<file path="src/rtl/pong_pkg.sv">
// Shared pong constants and the paddle FSM state type.
package pong_pkg;

    localparam int SCREEN_WIDTH  = 640;
    localparam int SCREEN_HEIGHT = 480;
    localparam int PADDLE_HEIGHT = 100;

    typedef enum logic [1:0] {
        IDLE,
        MOVE_UP,
        MOVE_DOWN
    } paddle_state_t;

endpackage

</file>
<file path="src/rtl/paddle_ctrl_if.sv">
// Paddle control bus: raw buttons and frame strobe in, paddle position and flags out.
interface paddle_ctrl_if;

    logic       btn_up;
    logic       btn_down;
    logic       frame;
    logic [9:0] pad_top_pixel;
    logic       moving;
    logic       at_top;
    logic       at_bottom;

    modport master (
        output btn_up, btn_down, frame,
        input  pad_top_pixel, moving, at_top, at_bottom
    );

    modport slave (
        input  btn_up, btn_down, frame,
        output pad_top_pixel, moving, at_top, at_bottom
    );

endinterface

</file>
<file path="src/rtl/button_debounce.sv">
// Two-flop synchroniser followed by a stability counter; level flips only after
// DEBOUNCE_CYCLES consecutive cycles of disagreement.
module button_debounce #(
    parameter int DEBOUNCE_CYCLES = 250000
) (
    input  logic clock_25M,
    input  logic reset_n,
    input  logic btn,
    output logic level
);

    localparam int CW = (DEBOUNCE_CYCLES > 1) ? $clog2(DEBOUNCE_CYCLES) : 1;
    localparam logic [CW-1:0] LAST = CW'(DEBOUNCE_CYCLES - 1);

    logic          sync_1;
    logic          sync_2;
    logic [CW-1:0] cnt;

    always_ff @(posedge clock_25M or negedge reset_n) begin
        if (!reset_n) begin
            sync_1 <= 1'b0;
            sync_2 <= 1'b0;
            cnt    <= '0;
            level  <= 1'b0;
        end else begin
            sync_1 <= btn;
            sync_2 <= sync_1;
            if (sync_2 == level) begin
                cnt <= '0;
            end else if (cnt == LAST) begin
                level <= ~level;
                cnt   <= '0;
            end else begin
                cnt <= cnt + CW'(1);
            end
        end
    end

endmodule

</file>
<file path="src/rtl/paddle_ctrl.sv">
// Per-player paddle controller: debounced buttons drive a per-frame paddle move
// with a speed ramp, clamped to the visible screen.
module paddle_ctrl #(
    parameter int SCREEN_HEIGHT   = pong_pkg::SCREEN_HEIGHT,
    parameter int PADDLE_HEIGHT   = pong_pkg::PADDLE_HEIGHT,
    parameter int DEBOUNCE_CYCLES = 250000,
    parameter int SPEED_MIN       = 2,
    parameter int SPEED_MAX       = 8,
    parameter int ACCEL_FRAMES    = 4
) (
    input  logic           clock_25M,
    input  logic           reset_n,
    paddle_ctrl_if.slave   pad
);

    import pong_pkg::*;

    localparam int MAX_POS   = SCREEN_HEIGHT - PADDLE_HEIGHT;
    localparam int START_POS = MAX_POS / 2;
    localparam int SW        = $clog2(SPEED_MAX + 1);
    localparam int AW        = (ACCEL_FRAMES > 1) ? $clog2(ACCEL_FRAMES) : 1;
    localparam logic signed [10:0] MAX_S = signed'(11'(MAX_POS));

    logic          up_db;
    logic          down_db;
    paddle_state_t state;
    paddle_state_t req;
    logic [SW-1:0] speed;
    logic [SW-1:0] step;
    logic [AW-1:0] cnt;
    logic [9:0]    pos;
    logic [9:0]    npos;
    logic signed [10:0] cand;
    logic          moving_r;
    logic          at_top_r;
    logic          at_bottom_r;

    button_debounce #(.DEBOUNCE_CYCLES(DEBOUNCE_CYCLES)) u_db_up (
        .clock_25M (clock_25M),
        .reset_n   (reset_n),
        .btn       (pad.btn_up),
        .level     (up_db)
    );

    button_debounce #(.DEBOUNCE_CYCLES(DEBOUNCE_CYCLES)) u_db_down (
        .clock_25M (clock_25M),
        .reset_n   (reset_n),
        .btn       (pad.btn_down),
        .level     (down_db)
    );

    always_comb begin
        req = IDLE;
        if (up_db && !down_db) begin
            req = MOVE_UP;
        end else if (down_db && !up_db) begin
            req = MOVE_DOWN;
        end
    end

    // Signed 11-bit candidate so an upward step below row 0 clamps instead of wrapping.
    always_comb begin
        step = (req == state) ? speed : SW'(SPEED_MIN);
        if (req == MOVE_UP) begin
            cand = signed'({1'b0, pos}) - signed'(11'(step));
        end else begin
            cand = signed'({1'b0, pos}) + signed'(11'(step));
        end
        if (cand < 0) begin
            npos = '0;
        end else if (cand > MAX_S) begin
            npos = 10'(MAX_POS);
        end else begin
            npos = cand[9:0];
        end
    end

    always_ff @(posedge clock_25M or negedge reset_n) begin
        if (!reset_n) begin
            state       <= IDLE;
            speed       <= SW'(SPEED_MIN);
            cnt         <= '0;
            pos         <= 10'(START_POS);
            moving_r    <= 1'b0;
            at_top_r    <= 1'b0;
            at_bottom_r <= 1'b0;
        end else if (pad.frame) begin
            if (req == IDLE) begin
                state    <= IDLE;
                speed    <= SW'(SPEED_MIN);
                cnt      <= '0;
                moving_r <= 1'b0;
            end else begin
                state       <= req;
                pos         <= npos;
                moving_r    <= (npos != pos);
                at_top_r    <= (npos == '0);
                at_bottom_r <= (npos == 10'(MAX_POS));
                if (req != state) begin
                    speed <= SW'(SPEED_MIN);
                    cnt   <= (ACCEL_FRAMES == 1) ? AW'(0) : AW'(1);
                end else if (cnt == AW'(ACCEL_FRAMES - 1)) begin
                    cnt <= '0;
                    if (speed < SW'(SPEED_MAX)) begin
                        speed <= speed + SW'(1);
                    end
                end else begin
                    cnt <= cnt + AW'(1);
                end
            end
        end
    end

    assign pad.pad_top_pixel = pos;
    assign pad.moving        = moving_r;
    assign pad.at_top        = at_top_r;
    assign pad.at_bottom     = at_bottom_r;

endmodule
</file>
<file path="src/flat_wrapper.sv">
// flat-port wrapper written by rule: the top's interface ports become plain ports
module paddle_ctrl_flat import pong_pkg::*;
#(
    parameter int SCREEN_HEIGHT   = pong_pkg::SCREEN_HEIGHT,
    parameter int PADDLE_HEIGHT   = pong_pkg::PADDLE_HEIGHT,
    parameter int DEBOUNCE_CYCLES = 250000,
    parameter int SPEED_MIN       = 2,
    parameter int SPEED_MAX       = 8,
    parameter int ACCEL_FRAMES    = 4
)
  (clock_25M, reset_n, pad_btn_up, pad_btn_down, pad_frame, pad_pad_top_pixel, pad_moving, pad_at_top, pad_at_bottom);
  paddle_ctrl_if pad_i ();
  input  logic clock_25M;
  input  logic reset_n;
  input wire logic [$bits(pad_i.btn_up)-1:0] pad_btn_up;
  input wire logic [$bits(pad_i.btn_down)-1:0] pad_btn_down;
  input wire logic [$bits(pad_i.frame)-1:0] pad_frame;
  output wire logic [$bits(pad_i.pad_top_pixel)-1:0] pad_pad_top_pixel;
  output wire logic [$bits(pad_i.moving)-1:0] pad_moving;
  output wire logic [$bits(pad_i.at_top)-1:0] pad_at_top;
  output wire logic [$bits(pad_i.at_bottom)-1:0] pad_at_bottom;
  assign pad_i.btn_up = pad_btn_up;
  assign pad_i.btn_down = pad_btn_down;
  assign pad_i.frame = pad_frame;
  assign pad_pad_top_pixel = pad_i.pad_top_pixel;
  assign pad_moving = pad_i.moving;
  assign pad_at_top = pad_i.at_top;
  assign pad_at_bottom = pad_i.at_bottom;
  paddle_ctrl #(.SCREEN_HEIGHT(SCREEN_HEIGHT), .PADDLE_HEIGHT(PADDLE_HEIGHT), .DEBOUNCE_CYCLES(DEBOUNCE_CYCLES), .SPEED_MIN(SPEED_MIN), .SPEED_MAX(SPEED_MAX), .ACCEL_FRAMES(ACCEL_FRAMES)) u_core (.clock_25M(clock_25M), .reset_n(reset_n), .pad(pad_i));
endmodule
</file>
<file path="config.mk">
export PLATFORM = sky130hd
export DESIGN_NAME = paddle_ctrl_flat
export DESIGN_NICKNAME = d
export VERILOG_FILES = /design/src/rtl/pong_pkg.sv /design/src/rtl/paddle_ctrl_if.sv /design/src/rtl/button_debounce.sv /design/src/rtl/paddle_ctrl.sv /design/src/flat_wrapper.sv
export SDC_FILE = /design/constraint.sdc
export NUM_CORES = 1
export LEC_CHECK = 0
export ABC_AREA = 1
export CAP_MARGIN = 40
export CORE_UTILIZATION = 44
export CTS_CLUSTER_DIAMETER = 200
export DETAILED_ROUTE_END_ITERATION = 10
export HOLD_SLACK_MARGIN = 0.06
export SLEW_MARGIN = 5
export SYNTH_ARGS = -nofsm -noshare
export SYNTH_HDL_FRONTEND = slang
export SYNTH_SLANG_ARGS = --single-unit
</file>
<file path="constraint.sdc">
create_clock -name clock_25M -period 10.9 [get_ports clock_25M]
set_input_delay 1.635 -clock clock_25M [delete_from_list [all_inputs] [get_ports clock_25M]]
set_output_delay 1.635 -clock clock_25M [all_outputs]
set_load 0.03 [all_outputs]
</file>
Word-level counts from Yosys, hierarchy flattened --
Index checks and enable logic that the tools add are counted.
Word-level totals: bits in registers 63, output and inout port bits 13, logic and storage cells 70
Cells by class: add/sub/neg operators 6, order comparisons 3, eq/ne operators 10, multiplexer cells 19, bitwise operators 5, reduce and logical (&&, ||, !) cells 12
Operator list (count):
- $mux 18 | 4
- $add 18x1->18 const B | 2
- $eq 18x18->1 const B | 2
- $mux 10 | 2
- $mux 4 | 5
- $mux 2 | 6
- $add 10x4->11 | 1
- $gt 11x10->1 const B | 1
- $lt 11x1->1 const B | 1
- $mux 11 | 1
- $sub 10x4->11 | 1
- $eq 10x9->1 const B | 1
- $logic_not 10->1 | 1
- $ne 10x10->1 | 1
- $reduce_and 2->1 | 3
- $reduce_bool 3->1 | 2
- $not 1->1 | 5
- $add 4x1->4 const B | 1
- $lt 4x4->1 const B | 1
- $reduce_and 3->1 | 1
- $add 2x1->2 const B | 1
- $eq 1x1->1 | 2
- $eq 2x1->1 const B | 1
- $eq 2x2->1 | 1
- other kinds (6) | 8

Longest topological paths before layout --
word-level depth 13, mapped depth 30

Modules after synthesis --
A second synthesis with hierarchy kept.
Unflattened totals: cells, all modules 604, area, all modules 4325.4 µm²
Modules (own cells, without submodules):
- paddle_ctrl | times used 1, cells an instance 321, area each 2084.5 µm²
- button_debounce (u_core.u_db_down) | times used 1, cells an instance 143, area each 1136.1 µm²
- button_debounce (u_core.u_db_up) | times used 1, cells an instance 140, area each 1104.8 µm²

Worst setup path after synthesis --
OpenSTA, ideal clock, no wires.
kind register to register, from register u_core.u_db_down.level, to register u_core.moving_r, in the netlist u_core.pad.moving, library setup time 0.117 ns, arrival 3.469 ns, path slack 7.314 ns, cell stages (with the launch flop) 30, buffers on the path 1, clock period less this slack 3.586 ns, cell sequence dfrtp_1 > inv_1 > ha_1 > xnor2_1 > nand2_1 > nor2_1 > inv_1 > ha_1 > o21ai_0 > inv_1 > fa_1 > inv_1 > nand2_1 > nand2_1 > nand2_1 > nand2_1 > nand3_1 > nor2_1 > nand3_1 > nand2_2 > nand3_2 > buf_6 > nand3_2 > nand2_1 > nand2_1 > nand2_1 > nor2_1 > nand3_1 > nand2_1 > nand2_1
Between the ends: longest elaborated chain between the ends 12, elaborated cells between the ends (all ways) 18, classes of those cells add/sub: 2; order compare: 2; eq/ne: 3; mux: 7; reduce/logical: 4
RTL lines:
- start: declaration | RTL line button_debounce.sv:9 | output logic level
- start signal: assignment | RTL line button_debounce.sv:31 | level <= ~level;
- $logic_and 1x1->1 or $logic_not 1->1 (tied branches) | RTL line paddle_ctrl.sv:56, paddle_ctrl.sv:54
- $mux 2 or $logic_and 1x1->1 (tied branches) | RTL line paddle_ctrl.sv:56, paddle_ctrl.sv:54
- $mux 2 (*) | RTL line paddle_ctrl.sv:54 | if (up_db && !down_db) begin
- $eq 2x2->1 | RTL line paddle_ctrl.sv:63 | step = (req == state) ? speed : SW'(SPEED_MIN);
- $mux 4 | RTL line paddle_ctrl.sv:63
- $add 10x4->11 or $sub 10x4->11 (tied branches) | RTL line paddle_ctrl.sv:67, paddle_ctrl.sv:65
- $mux 11 | RTL line paddle_ctrl.sv:64 | if (req == MOVE_UP) begin
- $gt 11x10->1 | RTL line paddle_ctrl.sv:71 | end else if (cand > MAX_S) begin
- $mux 10 | RTL line paddle_ctrl.sv:71
- $mux 10 | RTL line paddle_ctrl.sv:69 | if (cand < 0) begin
- $ne 10x10->1 | RTL line paddle_ctrl.sv:96 | moving_r <= (npos != pos);
- $mux 1 (*) | RTL line paddle_ctrl.sv:88 | if (req == IDLE) begin
- end signal: assignment | RTL line paddle_ctrl.sv:96
- end: declaration | RTL line paddle_ctrl.sv:34 | logic moving_r;
Mark *: on every way between the ends. The rest lies on a longest branch, timed or not. A chain may end at the register's enable or synchronous reset.

Worst setup path in the final report --
Same ends and word-level chain as after synthesis.

==> reports/qor.yml <==
power.total_uw: 590
critical_path_class: "reg2reg"
io_pins: 18
area_growth_pct: 11.5
synth_top_area_frac: 0.343
skew_ps: 10.1
relSlewSlack: 0.468
place_ws_ps: 6540
placed_cell_area_sq_mm: 0.00435
drv_cap: 0
reg2regPathDepth: 28
ant_nets: 0
fin_util: 0.515
drv_slew: 0
critical-path-slowest-cell: "dfrtp_1"
drt_first_iter_violations: 147
cts_buffer_depth: 2
antenna_found_initial: 0
yosys-top-cells-area: "dfrtp_1 (34%), nand2_1 (11%), inv_1 (7.2%)"
fin_setup_tns_ps: 0
clock_sinks: 63
place_congestion: 0.843
clkPwrFrac: 0.356
htreeDepth: 3
cts_resized: 0
synth_warnings: 0
fp-row-count: 34
firstDrtPassIters: 7
wl_mm: 8.32
nNetsFinal: 579
worst_ir_drop_vdd_mv: 0.0850
die_w_microns: 98.4
rrSetupSlack_ps: 6570
postLayoutSetupSlackWorst_ps: 6570
leakagePower_nw: 2.24
ctsHoldBuffers: 0
finalCriticalPeriod_ps: 4330
whs_ps: 365
via_per_inst: 4.97
cp.arrival_ps: 4550
cp_num_cells: 28
crit_buf_inv: 3
dieHeight_microns: 98.4
cts_root_buf: "clkbuf_8"
synth_cell_types: 47
stdcell_area_sq_mm: 0.00456
fillers: 866
n_antenna_cell: 0
coreArea_sq_mm: 0.00885
hold_viol_final: 0
hold_class: "reg2reg"
instances_no_fill: 667
rsz0062_at_grt: "false"
synth_area_per_cell_sq_um: 7.71
drc: 2
place_hpwl_mm: 6.41
power_frac_comb: 0.229
synth-seq-area-share: 0.388
endpoint_kind: "flop"
grt_max_degree: 64
min-delay-start: "u_core.u_db_up.sync_1"
gr-total-overflow: 0
path_max_fanout: 12
postCtsSetupBuffers: 0
cts-buffers-inserted: 9
cpMostUsedCell: "nand2_1"
failed_checks: "design-rule violations"
critPathLaunchType: "flop"
yosys-top-cells-count: "nand2_1 (124), inv_1 (78), nor2_1 (62)"
vias: 3318
synthArstFlopShare: 1.00
placed_cells: 651
cpLargestDelayFamily: "simple AND/OR/NAND/NOR gates"
synth.most_common_cell: "nand2_1"
worst_slew_pin_slew_ps: 795
swShare: 0.326
clk-insertion-delay-late_ps: 340
synth_top_area_cell: "dfrtp_1"
crit_path_max_incr_delay_ps: 400
grt_pass1_wl_mm: 14.7
grt_pass1_vias: 3241
pwr_density_cell_mw_per_mm2: 130
fmax_mhz: 231
worstReg2RegStart: "u_core.u_db_down.level"
outcome: "finished, violations left"
finalSetupViolations: 0
dieArea_sq_mm: 0.00968
ys_ff_latch: 63
ys.flop_type: "dfrtp_1"
syn_inst: 530
wire_per_inst_microns: 12.5
track_usage: 0.189
portBuffers: 17
p_sw_uw: 192
syn_area_sq_mm: 0.00409
start_util: 0.462
synth_nets: 555
crit_path_start: "u_core.u_db_down.level"
p_seq_frac: 0.415
cts_tree: "built"
fin_crit_sh: 0.397
p_int_uw: 398
synth_edf_count: 0
crit_required_ps: 11120
drive_gt1_frac: 0.132
hold_depth: 0
cts.reportedPaths.clkPinSlew_ps: 80
[worst paths after layout]
kind / to
setup reg to reg: u_core.pad.moving
min in group asynchronous: u_core.pad.pad_top_pixel[9]
setup / recovery: u_core.pad.moving
max in group asynchronous: u_core.speed[2]
hold reg to reg: u_core.u_db_up.sync_2
hold / removal: u_core.u_db_up.sync_2
[routing by layer]
| metal | vias up | share of wire | global-route usage |
|---|---|---|---|
| li1 | 1748 | - | - |
| met1 | 1517 | 0.51 | 0.257 |
| met2 | 47 | 0.45 | 0.307 |
| met3 | 6 | 0.032 | 0.0451 |
| met4 | 0 | 0.0087 | 0.0413 |
| met5 | - | 0 | 0 |
[layout by cell type, fill, tap and decap left out, drive strengths merged, types with 9 or more instances in the layout]
master / synthesis / final
nand2: 136 / 136
nor2: 69 / 69
inv: 83 / 84
nor3: 15 / 15
dfrtp: 56 / 56
xor2: 9 / 9
nand3: 39 / 39
a21oi: 20 / 20
o21ai: 21 / 21
nand4: 12 / 12
ha: 19 / 19
clkdlybuf4s50: 0 / 16
clkbuf: 2 / 10
[cell type report]
type / instances / area (sq um) / area share
clock buffers: 10 / 138 / 0.0302
clock inverters: 6 / 68.8 / 0.0151
inverters: 83 / 312 / 0.0684
multi-input cells: 378 / 2140 / 0.469
flip-flops and latches: 63 / 1590 / 0.348
well taps: 108 / 135 / 0.0296
repair buffers: 19 / 180 / 0.0395
[worst reg2reg max path, delay by kind of cell (launching register included)]
family / cells / cell delay, ps
flip-flops: 1 / 400
buffers and inverters: 3 / 220
XOR/XNOR: 1 / 260
adder cells (fa/ha/maj): 3 / 840
AND/OR/NAND/NOR: 20 / 2400
AO/OA/AOI/OAI: 1 / 80
[power groups by stage]
| stage | combinational [mW] | clock, mW | sequential, mW |
|---|---|---|---|
| 2_1_floorplan | 0.104 | 0 | 0.252 |
| 3_3_place_gp | 0.133 | 0 | 0.250 |
| 3_5_place_dp | 0.135 | 0 | 0.250 |
| 4_1_cts | 0.136 | 0.217 | 0.245 |
| 5_1_grt | 0.155 | 0.227 | 0.246 |
| 6_report | 0.135 | 0.210 | 0.245 |
[sequential cells by signal (all words and copies together) (netlist names)]
name,flops
u_core.speed,4
u_core.u_db_up.level,1
u_core.pad.moving,1
u_core.cnt,2
u_core.pad.at_bottom,1
u_core.u_db_up.cnt,18
u_core.u_db_up.sync_2,1
u_core.u_db_down.level,1
u_core.state,2
u_core.u_db_down.sync_1,1
u_core.u_db_down.sync_2,1
u_core.u_db_up.sync_1,1
u_core.u_db_down.cnt,18
u_core.pad.pad_top_pixel,10
u_core.pad.at_top,1
[cell families after synthesis]
group                      share of synthesized area
buffers and inverters                         0.0890
muxes                                        0.00275
AOI/OAI and AO/OA                             0.0737
adders and majority gates                     0.0630
DFF                                            0.388
xor gates and xnor gates                      0.0364
and+or+nand+nor                                0.347
Note: power is estimated with default switching activity, not from simulation.
